===== src/rtl/encode4_2_seq_if.sv =====
// Request/index handshake bundle for encode4_2_seq.
// master = request producer / index consumer side, slave = the encoder.
interface encode4_2_seq_if #(
    parameter int N = 4,
    parameter int M = 2
);
    logic [N-1:0] W;
    logic         En;
    logic         Ack;
    logic [M-1:0] Y;
    logic         Valid;
    logic         Ready;
    logic         Done;
    logic         Zero;

    // Handshakes: a load happens on a rising Clock edge where En=1 and
    // Ready=1; an index is consumed on a rising edge where Ack=1 and Valid=1.
    // Y stays stable while Valid=1 and Ack=0.
    modport master (
        output W, En, Ack,
        input  Y, Valid, Ready, Done, Zero
    );

    modport slave (
        input  W, En, Ack,
        output Y, Valid, Ready, Done, Zero
    );
endinterface


===== src/rtl/encode4_2_seq.sv =====
// Sequential priority encoder: emits the index of every set request bit, one per handshake.
// Define ENC_LSB_FIRST_EN to emit lowest index first instead of highest.
module encode4_2_seq #(
    parameter int N = 4,
    parameter int M = 2
) (
    input  logic             Clock,
    input  logic             Resetn,
    encode4_2_seq_if.slave   bus,
    output logic [1:0]       dbg_state
);

    typedef enum logic [1:0] {
        IDLE = 2'd0,
        SCAN = 2'd1,
        FIN  = 2'd2
    } state_t;

    state_t       state_q, state_d;
    logic [N-1:0] p_q, p_d;
    logic [N-1:0] p_clr;
    logic         zero_q, zero_d;
    logic [M-1:0] top_idx;

    // Index of the bit to emit next; the last match in the loop wins.
    always_comb begin
        top_idx = '0;
`ifdef ENC_LSB_FIRST_EN
        for (int i = N - 1; i >= 0; i--) begin
            if (p_q[i]) top_idx = M'(i);
        end
`else
        for (int i = 0; i < N; i++) begin
            if (p_q[i]) top_idx = M'(i);
        end
`endif
    end

    always_comb begin
        p_clr = p_q;
        for (int i = 0; i < N; i++) begin
            if (M'(i) == top_idx) p_clr[i] = 1'b0;
        end
    end

    always_comb begin
        state_d = state_q;
        p_d     = p_q;
        zero_d  = 1'b0;
        unique case (state_q)
            IDLE: begin
                if (bus.En) begin
                    if (bus.W != '0) begin
                        p_d     = bus.W;
                        state_d = SCAN;
                    end else begin
                        zero_d = 1'b1;
                    end
                end
            end
            SCAN: begin
                if (bus.Ack) begin
                    p_d = p_clr;
                    if (p_clr == '0) state_d = FIN;
                end
            end
            FIN: begin
                state_d = IDLE;
            end
            default: begin
                state_d = IDLE;
                p_d     = '0;
            end
        endcase
    end

    always_ff @(posedge Clock or negedge Resetn) begin
        if (!Resetn) begin
            state_q <= IDLE;
            p_q     <= '0;
            zero_q  <= 1'b0;
        end else begin
            state_q <= state_d;
            p_q     <= p_d;
            zero_q  <= zero_d;
        end
    end

    // Moore outputs only: nothing here depends on W, En or Ack.
    assign bus.Valid = (state_q == SCAN);
    assign bus.Ready = (state_q == IDLE);
    assign bus.Done  = (state_q == FIN);
    assign bus.Zero  = zero_q;
    assign bus.Y     = (state_q == SCAN) ? top_idx : '0;
    assign dbg_state = state_q;

endmodule

===== src/flat_wrapper.sv =====
// flat-port wrapper written by rule: the top's interface ports become plain ports
module encode4_2_seq_flat 
#(
    parameter int N = 4,
    parameter int M = 2
)
  (Clock, Resetn, dbg_state, bus_W, bus_En, bus_Ack, bus_Y, bus_Valid, bus_Ready, bus_Done, bus_Zero);
  encode4_2_seq_if #(.N(N), .M(M)) bus_i ();
  input  logic Clock;
  input  logic Resetn;
  output logic [1:0] dbg_state;
  input wire logic [$bits(bus_i.W)-1:0] bus_W;
  input wire logic [$bits(bus_i.En)-1:0] bus_En;
  input wire logic [$bits(bus_i.Ack)-1:0] bus_Ack;
  output wire logic [$bits(bus_i.Y)-1:0] bus_Y;
  output wire logic [$bits(bus_i.Valid)-1:0] bus_Valid;
  output wire logic [$bits(bus_i.Ready)-1:0] bus_Ready;
  output wire logic [$bits(bus_i.Done)-1:0] bus_Done;
  output wire logic [$bits(bus_i.Zero)-1:0] bus_Zero;
  assign bus_i.W = bus_W;
  assign bus_i.En = bus_En;
  assign bus_i.Ack = bus_Ack;
  assign bus_Y = bus_i.Y;
  assign bus_Valid = bus_i.Valid;
  assign bus_Ready = bus_i.Ready;
  assign bus_Done = bus_i.Done;
  assign bus_Zero = bus_i.Zero;
  encode4_2_seq #(.N(N), .M(M)) u_core (.Clock(Clock), .Resetn(Resetn), .bus(bus_i), .dbg_state(dbg_state));
endmodule

===== config.mk =====
export PLATFORM = sky130hd
export DESIGN_NAME = encode4_2_seq_flat
export DESIGN_NICKNAME = d
export VERILOG_FILES = /design/src/rtl/encode4_2_seq_if.sv /design/src/rtl/encode4_2_seq.sv /design/src/flat_wrapper.sv
export SDC_FILE = /design/constraint.sdc
export NUM_CORES = 1
export LEC_CHECK = 0
export BUFFER_PORTS_ARGS = -buffer_cell sky130_fd_sc_hd__clkbuf_2
export CAP_MARGIN = 20
export CORE_AREA = 2 2 39 41
export CTS_CLUSTER_SIZE = 28
export DETAILED_ROUTE_END_ITERATION = 16
export DIE_AREA = 0 0 41 43
export PLACE_DENSITY = 0.64
export SYNTH_ARGS = -nofsm -noshare
export SYNTH_HDL_FRONTEND = slang
export SYNTH_SLANG_ARGS = --single-unit

===== constraint.sdc =====
create_clock -name Clock -period 1.3 [get_ports Clock]
set_input_delay 0 -clock Clock [delete_from_list [all_inputs] [get_ports Clock]]
set_output_delay 0 -clock Clock [all_outputs]
set_load 0.03 [all_outputs]

### Yosys cells after proc, flatten, opt, wreduce, memory -nomap -nowiden

Cells that the tools add are included.
Widths: inputs -> output; s select.

| storage, ports and cells | value |
|---|---|
| bits in registers | 7 |
| output and inout bits | 8 |
| logic and storage cells | 39 |

| cells by class | value |
|---|---|
| equal/unequal tests | 9 |
| mux-type cells | 20 |
| bitwise operators | 1 |
| reduce and logical (&&, ||, !) cells | 6 |

Operators by type and width:

| cell | count |
|---|---|
| $mux 2 | 7 |
| $mux 4 | 3 |
| $pmux 4 s3 | 1 |
| $mux 1 | 8 |
| $reduce_and 4->1 | 2 |
| $eq 2x2->1 const A | 2 |
| $logic_not 2->1 | 2 |
| $logic_not 4->1 | 1 |
| $ne 2x1->1 const B | 2 |
| $ne 2x2->1 const B | 2 |
| $pmux 2 s2 | 1 |
| $reduce_bool 4->1 | 1 |
| $eq 1x2->1 const A | 1 |
| $eq 2x1->1 const B | 1 |
| $eq 2x2->1 const B | 1 |
| $not 1->1 | 1 |

### Longest topological paths before layout

Gate-level depths: netlist of run 1.

| depth | value |
|---|---|
| word-level depth | 9 |
| gate-level depth with buffers | 5 |

### Least setup slack after synthesis of run 1

Ideal clock, no wire load.

| timing path | value |
|---|---|
| path kind | flip-flop to flip-flop |
| start point | register u_core.state_q[1] (netlist: u_core.dbg_state[1]) |
| end point | register u_core.p_q[3] |
| data arrival time | 1.544 ns |
| data required time | 1.217 ns |
| slack | -0.327 ns |
| stages on the path, launching flop included | 5 |
| period minus slack after synthesis | 1.627 ns |
| path through | dfrtp_1 -> buf_4 -> nor2b_1 -> a22oi_1 -> o21ai_0 |

| between the ends | value |
|---|---|
| longest elaborated chain between the ends | 3 |
| elaborated cells on any way between the ends | 9 |
| those cells by class | 5 x eq/ne; 1 x mux; 1 x bitwise; 2 x reduce/logical |

RTL lines:

| element | line | RTL |
|---|---|---|
| start, declared | encode4_2_seq.sv:19 | `state_t state_q, state_d;` |
| start signal, assigned | encode4_2_seq.sv:83 | `state_q <= state_d;` |
| $eq 2x2->1 (*) | - |  |
| net bus_Done | flat_wrapper.sv:18 | `output wire logic [$bits(bus_i.Done)-1:0] bus_Done;` |
| $not 1->1 (no line) | - |  |
| $reduce_and 4->1 (no line) | - |  |
| end signal, assigned | encode4_2_seq.sv:84 | `p_q <= p_d;` |
| end, declared | encode4_2_seq.sv:20 | `logic [N-1:0] p_q, p_d;` |

The timed path passes the listed nets; every way through them passes the cells marked *.
A chain may end at the register's enable or synchronous reset.

### Final worst setup path of run 1

| timing path | value |
|---|---|
| start point | register u_core.p_q[3] |
| end point | output port bus_Y[0] |

| between the ends | value |
|---|---|
| longest elaborated chain between the ends | 2 |

RTL lines:

| element | line | RTL |
|---|---|---|
| $mux 2 | encode4_2_seq.sv:34 | `if (p_q[i]) top_idx = M'(i);` |
| $mux 2 | encode4_2_seq.sv:94 | `assign bus.Y = (state_q == SCAN) ? top_idx : '0;` |
| end, declared | flat_wrapper.sv:15 | `output wire logic [$bits(bus_i.Y)-1:0] bus_Y;` |

Every way passes these cells.

==> results by group, run 1 <==
Hold path
  • Capture endpoint of the worst hold path: u_core.p_q[3]$_DFFE_PN0P_
  • Hold-critical path depth: 3
  • Hold Crit Start: bus_W[3]
  • Worst min path class: primary input to flop

Yosys
  • Cell taking the most area after synthesis: dfrtp_1
  • Synthesized instance count: 46
  • FF+latch count, synth: 7
  • Post-synth EDFFs: 0
  • Netlist Area Pre-Place: 470 um2
  • Main combinational cell family by area after synthesis: compound AO/OA/AOI/OAI gates
  • Ranking of synthesized cells by instance count: 7 x dfrtp_1, 5 x a21oi_1, 4 x inv_1
  • Count of unique library cells instantiated by Yosys: 26
  • Share of cell area taken by muxes after synthesis: 0
  • Post-synthesis share of cell area spent on xor and xnor gates: 0
  • Average cell area after synthesis: 10.2 um2
  • Leading cell type by number of instances after synthesis: dfrtp_1
  • Top post-synthesis cells by area: dfrtp_1 37%, buf_6 7.2%, a21oi_1 5.3%, and3b_1 3.7%, o221ai_1 3.7%
  • Simple logic cell fraction of the synthesized area: 0.207
  • Net count after synthesis: 54
  • Post-synthesis async set-or-reset flop share: 1.00
  • Adder and majority cell fraction of the synthesized area: 0.0239
  • Share of Yosys cell area claimed by the top area cell type: 0.372
  • Flip-flop cell with the highest count after synthesis: dfrtp_1
  • Post-synthesis compound-gate area fraction: 0.277
  • Yosys warnings: 0
  • Fraction of the yosys area taken by sequential cells: 0.372

Global route
  • Number of antenna violations at the first check in global routing: 0
  • GRT Overall Usage: 0.153
  • Remaining global-route overflow: 0
  • First-pass GRT wire length: 1730 um
  • Vias in the first global route: 405
  • Maximum number of pins on one net before global-route repair: 12

Placement
  • Sum of net half-perimeters after detailed placement: 786 um
  • Worst setup slack after placement: 0.0309 ns
  • GPL Wtd Cong: 0.746
  • DP Cell Count: 74
  • I/O Buffers: 15

Pwr
  • Part of the total power dissipated in the clock network: 0.120
  • Sequential power share: 0.264
  • Switching share of power: 0.469
  • Power dissipated by switching net loads: 0.000784 W
  • Total power: 0.00167 W
  • Cell Int Power: 0.000887 W
  • Largest vdd supply drop: 1.09 mV
  • Reported leakage power: 0.312 nW
  • Combinational power share: 0.616
  • Power Dens Cells: 2600 nW/um2

Timing
  • Worst setup slack after layout: 0.0621 ns
  • Final slew viol count: 0
  • Fmax achieved: 0.808 GHz
  • Max-Slew Margin vs Limit: 0.760
  • Final Skew: 0.00567 ns
  • Final hold slack: 0.0177 ns
  • Final worst path period share: 0.952
  • Fin crit period: 1.24 ns
  • Hold violation count in the final report: 0
  • Total of endpoints with negative setup slack in the final report: 0
  • Worst Max-Slew Pin Slew: 0.357 ns

Critical path
  • Chain of cells forming the critical path: buf_4 -> inv_1 -> o21ai_0 -> and2_1 -> buf_4
  • Arrival time at the worst endpoint: 1.24 ns
  • Critical-path maximum fanout: 5
  • Required time of the critical path: 1.30 ns
  • Endpoint kind of the worst setup timing path: output pin
  • Top Family by Delay on Critical Path: flip-flops
  • Dominant cell type by count on the critical path: buf_4
  • Worst reg2reg path depth: 4
  • Crit path launch type: flop
  • Crit-path slowest cell: dfrtp_1
  • Buf/Inv on CP: 3
  • Launch point of the worst path: u_core.p_q[3]$_DFFE_PN0P_
  • Largest stage delay on the critical path: 0.38 ns
  • Minimum setup slack among reg-to-reg paths: 0.09 ns
  • Endpoint of the most critical register-to-register path: u_core.dbg_state[0]$_DFFE_PN0P_
  • Critical path start-end classification: flop to output pin
  • Worst r2r src: u_core.p_q[3]$_DFFE_PN0P_

Floorplan
  • Number of placed I/O pins: 16
  • Core region area: 1380 um2
  • Die Outline Area: 1760 um2
  • Height of the die: 43 um
  • Std cell rows: 14
  • Starting utilization of the core area: 0.340
  • Die width: 41 um

CTS
  • Library cell used as clock root buffer: clkbuf_4
  • Sinks on Clock Net: 7
  • TritonCTS Buffers: 3
  • Clock-pin slew on the worst setup and hold paths: 0.05 ns
  • TritonCTS clock tree: yes
  • Number of buffers on the longest clock path: 2
  • Clock insertion delay at the later pin of the skew report: 0.26 ns
  • Maximum level of the CTS H-tree: 1

Detailed routing
  • Average wire per standard cell: 12.9 um
  • DRC errors left: 0
  • Number of nets with antenna violations after routing: 0
  • Routed Wire Length: 1110 um
  • Detail-routed via count per cell: 5.12
  • Routed via count: 440
  • Length of the first detailed-routing pass in iterations: 4
  • Number of violations reported at the end of detailed-routing iteration 0: 17

Finish
  • Layout cells sized above 1: 0.543
  • Post-layout util: 0.464
  • Number of diodes added for antenna fixing: 0
  • Number of standard cells in the final layout excluding fillers: 86
  • Post-synthesis to final-layout area growth: 36.4%
  • Final layout net count: 79

Run
  • Number of violations of the max-capacitance limit: 0

Status
  • Status: finished, final reports clean
how the worst max path moves through the flow:
stage                                 to  slack, ns  depth (start not counted)
2_1_floorplan  u_core.p_q[2]$_DFFE_PN0P_     -0.007                          5
3_3_place_gp   u_core.p_q[1]$_DFFE_PN0P_       0.06                          3
3_5_place_dp   u_core.p_q[1]$_DFFE_PN0P_       0.03                          3
4_1_cts                         bus_Y[0]      0.007                          3
5_1_grt                         bus_Y[0]     -0.002                          5
6_report                        bus_Y[0]       0.06                          5
worst reg2reg max path, cell delays in order, from the launching register on:
cell and delay, ns:
dfrtp_1 0.38, buf_4 0.14, or3_1 0.36, o211ai_2 0.09, o21ai_0 0.11
state kept, by name (all words and copies together), names as in the netlist:
register          count
u_core.p_q            4
u_core.dbg_state      2
u_core.bus.Zero       1
repair_timing:
action / CTS / global route
endpoints found under the setup margin: 2 / 3
gates resized for setup: 0 / 8
hold buffers: 1 / 0
pin swaps: 0 / 0
hold endpoints to repair: 7 / 0
setup buffers: 5 / 2
cell type report:
type                    count  area, um2
flip-flops and latches      7        179
well taps                  16       20.0
repair buffers             24        145
clock buffers               4       26.3
fillers                   133        742
multi-input cells          31        256
inverters                   4       15.0
layout by cell type (no fill, tap or decap), drive strengths merged, types with 2 or more instances in the layout:
master	instances
clkbuf	17
inv	4
and2	2
buf	10
o211ai	2
a21oi	5
o21ai	4
dfrtp	7
nor2b	2
o221ai	2
and3b	2
cells by family (layout without fill, tap and decap cells):
kind of cell | after synthesis | after routing
buf+inv | 8 | 32
compound gates | 18 | 18
flops | 7 | 7
fa+ha+maj | 1 | 1
simple gates | 12 | 12
through the flow:
| stage | cell area, um2 | setup TNS (ns) |
|---|---|---|
| finish | 642 | 0 |
| global route | 642 | -0.00252 |
| CTS | 616 | 0 |
| detailed placement | 542 | 0 |
| global placement | 542 | 0 |
| floorplan | 480 | -0.00690 |
layer usage:
| layer | global-route usage | part of all wire | up-vias |
|---|---|---|---|
| met5 | 0 | 0 | - |
| met4 | 0.120 | 0.022 | 0 |
| met3 | 0.0524 | 0.059 | 3 |
| li1 | - | - | 220 |
| met1 | 0.193 | 0.44 | 202 |
| met2 | 0.200 | 0.47 | 15 |
power by group through the flow:
stage / logic [W] / registers, W / clock network [W]
finish: 0.00103 / 0.000441 / 0.000201
detailed placement: 0.000788 / 0.000484 / 0
global placement: 0.000788 / 0.000473 / 0
floorplan: 0.000714 / 0.000435 / 0
global route: 0.00111 / 0.000455 / 0.000219
CTS: 0.000936 / 0.000451 / 0.000205
Power figures use the tool's default switching activity.
==> run 2, diff against run 1 <==
--- a/config.mk
+++ b/config.mk
@@ -12,6 +12,7 @@
 export DETAILED_ROUTE_END_ITERATION = 16
 export DIE_AREA = 0 0 41 43
 export PLACE_DENSITY = 0.64
+export REMOVE_ABC_BUFFERS = 1
 export SYNTH_ARGS = -nofsm -noshare
 export SYNTH_HDL_FRONTEND = slang
 export SYNTH_SLANG_ARGS = --single-unit
==> run 2 against run 1 <==
Effect of this change: clock power fell by 3%; die area unchanged; global-route usage fell by 0.94 points; utilization decreased by 0.90 points; first-iteration DRC count is 59% lower; non-clock buffer count unchanged.
==> results by group, run 2 (same netlist as run 1, synthesis figures left out) <==
Critical path
  • Crit path launch type: flop
  • Required time of the critical path: 1.30 ns
  • Buf/Inv on CP: 1
  • Top Family by Delay on Critical Path: flip-flops
  • Largest stage delay on the critical path: 0.44 ns
  • Capturing instance or port of the critical path: bus_Y[1]
  • Endpoint of the most critical register-to-register path: u_core.p_q[2]$_DFFE_PN0P_
  • Crit-path slowest cell: dfrtp_2
  • Endpoint kind of the worst setup timing path: output pin
  • Critical-path maximum fanout: 5
  • Worst reg2reg path depth: 4
  • Critical Path Stages: 3
  • Minimum setup slack among reg-to-reg paths: 0.10 ns
  • Arrival time at the worst endpoint: 1.23 ns
  • Launch point of the worst path: u_core.dbg_state[1]$_DFFE_PN0P_
  • Chain of cells forming the critical path: nor2b_4 -> o21a_1 -> clkbuf_2
  • Worst r2r src: u_core.dbg_state[1]$_DFFE_PN0P_
  • Critical path start-end classification: flop to output pin

Pwr
  • Reported leakage power: 0.308 nW
  • Power Dens Cells: 2530 nW/um2
  • Largest vdd supply drop: 0.989 mV

Timing
  • Final Skew: 0.00147 ns
  • Worst Max-Slew Pin Slew: 0.327 ns
  • Final worst path period share: 0.945
  • Hold violation count in the final report: 0
  • Fmax achieved: 0.814 GHz
  • RSZ-0062 raised after global routing: true
  • Total of endpoints with negative setup slack in the final report: 0
  • Final slew viol count: 0
  • Max-Slew Margin vs Limit: 0.780
  • Fin crit period: 1.23 ns

Finish
  • Highest-count cells in the layout ignoring fill and taps: 14 x clkbuf_2, 8 x buf_4, 5 x a21oi_1
  • Register with the most flip-flops: u_core.p_q
  • Fill cell count: 141
  • Number of diodes added for antenna fixing: 0
  • Most common library cell in the layout ignoring fill and taps: clkbuf_2
  • Post-synthesis to final-layout area growth: 33.8%
  • Area of all placed cells without fillers: 629 um2
  • Number of flip-flops in the largest register: 4
  • Number of standard cells in the final layout excluding fillers: 86
  • Post-layout util: 0.455
  • Layout cells sized above 1: 0.514
  • Final layout net count: 79

Placement
  • GPL Wtd Cong: 0.780
  • Sum of net half-perimeters after detailed placement: 763 um
  • DP Cell Count: 75
  • Cell Area, Placed: 539 um2
  • I/O Buffers: 15

Detailed routing
  • DRC errors left: 0
  • Average wire per standard cell: 12.4 um
  • Number of nets with antenna violations after routing: 0
  • Routed Wire Length: 1070 um
  • Detail-routed via count per cell: 5.21
  • Routed via count: 448
  • Number of violations reported at the end of detailed-routing iteration 0: 7
  • Length of the first detailed-routing pass in iterations: 3

Floorplan
  • Starting utilization of the core area: 0.340
  • Height of the die: 43 um
  • Core region area: 1380 um2
  • Number of placed I/O pins: 16
  • Std cell rows: 14
  • Die width: 41 um
  • Die Outline Area: 1760 um2

Global route
  • Vias in the first global route: 373
  • Number of antenna violations at the first check in global routing: 0
  • Maximum number of pins on one net before global-route repair: 9
  • Remaining global-route overflow: 0
  • First-pass GRT wire length: 1640 um
  • GRT Overall Usage: 0.143

CTS
  • Number of buffers on the longest clock path: 2
  • Sinks on Clock Net: 7
  • TritonCTS clock tree: yes
  • Maximum level of the CTS H-tree: 1
  • Clock insertion delay at the later pin of the skew report: 0.25 ns
  • Library cell used as clock root buffer: clkbuf_4
  • TritonCTS Buffers: 3
  • Clock-pin slew on the worst setup and hold paths: 0.05 ns

Status
  • Status: finished, final reports clean

Run
  • Number of violations of the max-capacitance limit: 0

Hold path
  • Worst min path class: primary input to flop
==> run 2: worst min path at each step <==
stage | cells after the start | to | from | slack, ns
global route | 2 | u_core.dbg_state[1]$_DFFE_PN0P_ | bus_Ack | 0.03
floorplan | 0 | u_core.bus.Zero$_DFF_PN0_ | Resetn | -0.30
global placement | 1 | u_core.dbg_state[1]$_DFFE_PN0P_ | Resetn | -0.15
CTS | 2 | u_core.dbg_state[1]$_DFFE_PN0P_ | bus_Ack | 0.03
detailed placement | 1 | u_core.dbg_state[1]$_DFFE_PN0P_ | Resetn | -0.15
finish | 2 | u_core.dbg_state[1]$_DFFE_PN0P_ | bus_Ack | 0.03
==> run 2: repair_timing <==
action | CTS | global route
endpoints found under the setup margin | 3 | 3
setup buffers | 3 | 3
hold buffers | 1 | 0
cloned | 0 | 0
gates resized for setup | 3 | 2
hold endpoints to repair | 7 | 0
==> run 2: worst reg2reg max path: stages, from the launching register on <==
cell      delay (ns)
dfrtp_2         0.44
buf_4           0.16
nor3b_2         0.28
a221oi_2        0.09
a21oi_1         0.15
==> run 2: metal layers <==
metal,up-vias,global-route usage,share of wire
met5,-,0,0
met4,0,0.120,0.037
met3,4,0.0157,0.040
li1,222,-,-
met1,210,0.199,0.45
met2,12,0.188,0.47
==> run 2: area by class of cell <==
cell class	count	area (um2)	area share
Multi-Input combinational cell	31	241	0.384
Timing Repair Buffer	24	148	0.235
Sequential cell	7	179	0.284
Clock buffer	4	26.3	0.0417
Tap cell	16	20.0	0.0318
Inverter	4	15.0	0.0239
==> run 2: per-stage QoR <==
stage               setup slack (ns)  setup TNS [ns]  power (W)  hold WS (ns)
finish                        0.0712               0    0.00159        0.0285
global route                -0.00390        -0.00390    0.00172        0.0340
CTS                           0.0124               0    0.00153        0.0251
detailed placement            0.0762               0    0.00126        -0.154
global placement              0.0744               0    0.00125        -0.152
floorplan                     -0.329           -1.05    0.00100        -0.296
==> run 2: where the power goes <==
group	internal (W)	total, W	leakage, nW	switching, W
registers	0.000313	0.000452	0.0867	0.000138
clock network	0.000117	0.000194	0.0150	0.0000768
logic	0.000423	0.000947	0.206	0.000524
total	0.000854	0.00159	0.308	0.000739
==> run 3, diff against run 2 <==
--- a/config.mk
+++ b/config.mk
@@ -12,6 +12,7 @@
 export DETAILED_ROUTE_END_ITERATION = 16
 export DIE_AREA = 0 0 41 43
 export PLACE_DENSITY = 0.64
+export RECOVER_POWER = 50
 export REMOVE_ABC_BUFFERS = 1
 export SYNTH_ARGS = -nofsm -noshare
 export SYNTH_HDL_FRONTEND = slang
==> run 3 against run 2 <==
Effect of this change: register-to-register slack about the same; cell area down 0.80%; via count down 0.22%.
==> results by group, run 3 (same netlist as run 1, synthesis figures left out) <==
Pwr
  • Combinational power share: 0.593
  • Largest vdd supply drop: 0.985 mV
  • Reported leakage power: 0.295 nW
  • Part of the total power dissipated in the clock network: 0.122
  • Sequential power share: 0.285
  • Switching share of power: 0.466
  • Power dissipated by switching net loads: 0.000739 W
  • Cell Int Power: 0.000846 W
  • Total power: 0.00159 W
  • Power Dens Cells: 2540 nW/um2

Detailed routing
  • Detail-routed via count per cell: 5.20
  • Routed Wire Length: 1080 um
  • DRC errors left: 0
  • Number of nets with antenna violations after routing: 0
  • Number of violations reported at the end of detailed-routing iteration 0: 7
  • Length of the first detailed-routing pass in iterations: 3
  • Average wire per standard cell: 12.5 um
  • Routed via count: 447

Floorplan
  • Number of placed I/O pins: 16
  • Die Outline Area: 1760 um2
  • Height of the die: 43 um
  • Starting utilization of the core area: 0.340
  • Die width: 41 um
  • Core region area: 1380 um2
  • Std cell rows: 14

Finish
  • Post-synthesis to final-layout area growth: 32.7%
  • Layout cells sized above 1: 0.457
  • Most common library cell in the layout ignoring fill and taps: clkbuf_2
  • Post-layout util: 0.451
  • Fill cell count: 139
  • Final layout net count: 79
  • Area taken by flip-flops and latches: 179 um2
  • Register with the most flip-flops: u_core.p_q
  • Number of diodes added for antenna fixing: 0
  • Highest-count cells in the layout ignoring fill and taps: 10 x clkbuf_2, 8 x buf_4, 5 x a21oi_1, 5 x clkbuf_1
  • Number of flip-flops in the largest register: 4
  • Area occupied by multi-input gates: 241 um2

Timing
  • Total of endpoints with negative setup slack in the final report: 0
  • RSZ-0062 raised after global routing: true
  • Worst Max-Slew Pin Slew: 0.390 ns
  • Fin crit period: 1.23 ns
  • Final worst path period share: 0.945
  • Fmax achieved: 0.814 GHz
  • Hold violation count in the final report: 0
  • Max-Slew Margin vs Limit: 0.740
  • Final slew viol count: 0
  • Final Skew: 0.00147 ns

Critical path
  • Crit path launch type: flop
  • Largest stage delay on the critical path: 0.44 ns
  • Worst reg2reg path depth: 4
  • Buf/Inv on CP: 1
  • Critical path start-end classification: flop to output pin
  • Chain of cells forming the critical path: nor2b_4 -> o21a_1 -> clkbuf_2
  • Top Family by Delay on Critical Path: flip-flops
  • Arrival time at the worst endpoint: 1.23 ns
  • Required time of the critical path: 1.30 ns
  • Capturing instance or port of the critical path: bus_Y[1]
  • Endpoint kind of the worst setup timing path: output pin
  • Minimum setup slack among reg-to-reg paths: 0.10 ns
  • Critical-path maximum fanout: 5
  • Worst r2r src: u_core.dbg_state[1]$_DFFE_PN0P_
  • Endpoint of the most critical register-to-register path: u_core.p_q[2]$_DFFE_PN0P_
  • Crit-path slowest cell: dfrtp_2
  • Critical Path Stages: 3
  • Launch point of the worst path: u_core.dbg_state[1]$_DFFE_PN0P_

Global route
  • Maximum number of pins on one net before global-route repair: 9
  • Number of antenna violations at the first check in global routing: 0
  • Remaining global-route overflow: 0
  • Vias in the first global route: 373
  • First-pass GRT wire length: 1640 um
  • GRT Overall Usage: 0.143

CTS
  • Clock insertion delay at the later pin of the skew report: 0.25 ns
  • Library cell used as clock root buffer: clkbuf_4
  • Maximum level of the CTS H-tree: 1
  • Clock-pin slew on the worst setup and hold paths: 0.05 ns
  • TritonCTS Buffers: 3
  • Number of buffers on the longest clock path: 2
  • TritonCTS clock tree: yes
  • Sinks on Clock Net: 7

Status
  • Status: finished, final reports clean

Hold path
  • Worst min path class: primary input to flop
  • Hold Crit Start: bus_Ack

Placement
  • I/O Buffers: 15
  • Sum of net half-perimeters after detailed placement: 763 um
  • GPL Wtd Cong: 0.780

Run
  • Number of violations of the max-capacitance limit: 0
run 3: cell types whose count changed in the layout (fill, tap and decap cells not counted):
| cell | previous run | this run |
|---|---|---|
| clkbuf_1 | 1 | 5 |
| clkbuf_2 | 14 | 10 |
run 3: layout make-up:
class	instances	share of cell area
Multi-Input combinational cell	31	0.387
Timing Repair Buffer	24	0.228
Clock buffer	4	0.0421
Inverter	4	0.0240
Sequential cell	7	0.287
Tap cell	16	0.0321
run 3: what timing repair did:
item,CTS,global route
hold endpoints to repair,7,0
gates resized for setup,3,2
setup buffers,3,3
setup endpoints to repair,3,3
hold buffers,1,0
run 3: worst min-delay path by stage:
stage / to / depth (start not counted)
after floorplan: u_core.bus.Zero$_DFF_PN0_ / 0
after global placement: u_core.dbg_state[1]$_DFFE_PN0P_ / 1
after detailed placement: u_core.dbg_state[1]$_DFFE_PN0P_ / 1
after CTS: u_core.dbg_state[1]$_DFFE_PN0P_ / 2
after global routing: u_core.dbg_state[1]$_DFFE_PN0P_ / 2
final: u_core.dbg_state[1]$_DFFE_PN0P_ / 2
run 3: per-layer routing:
layer / part of all wire / up-vias / track usage
li1: - / 222 / -
met1: 0.45 / 209 / 0.199
met2: 0.47 / 12 / 0.188
met3: 0.044 / 4 / 0.0157
met4: 0.037 / 0 / 0.120
met5: 0 / - / 0
run 3: per-stage QoR:
stage / TNS [ns] / area [um2] / setup slack, ns / std cells / hold slack (ns)
after floorplan: -1.05 / 429 / -0.329 / 42 / -0.296
after global placement: 0 / 539 / 0.0744 / 75 / -0.152
after detailed placement: 0 / 539 / 0.0762 / 75 / -0.154
after CTS: 0 / 604 / 0.0124 / 83 / 0.0251
after global routing: -0.00390 / 624 / -0.00390 / 86 / 0.0340
final: 0 / 624 / 0.0713 / 86 / 0.0285
run 3: power by group through the flow:
stage	clock (W)	combinational, W	sequential [W]
after floorplan	0	0.000508	0.000492
after global placement	0	0.000797	0.000455
after detailed placement	0	0.000794	0.000461
after CTS	0.000198	0.000884	0.000444
after global routing	0.000213	0.00103	0.000468
final	0.000194	0.000940	0.000452
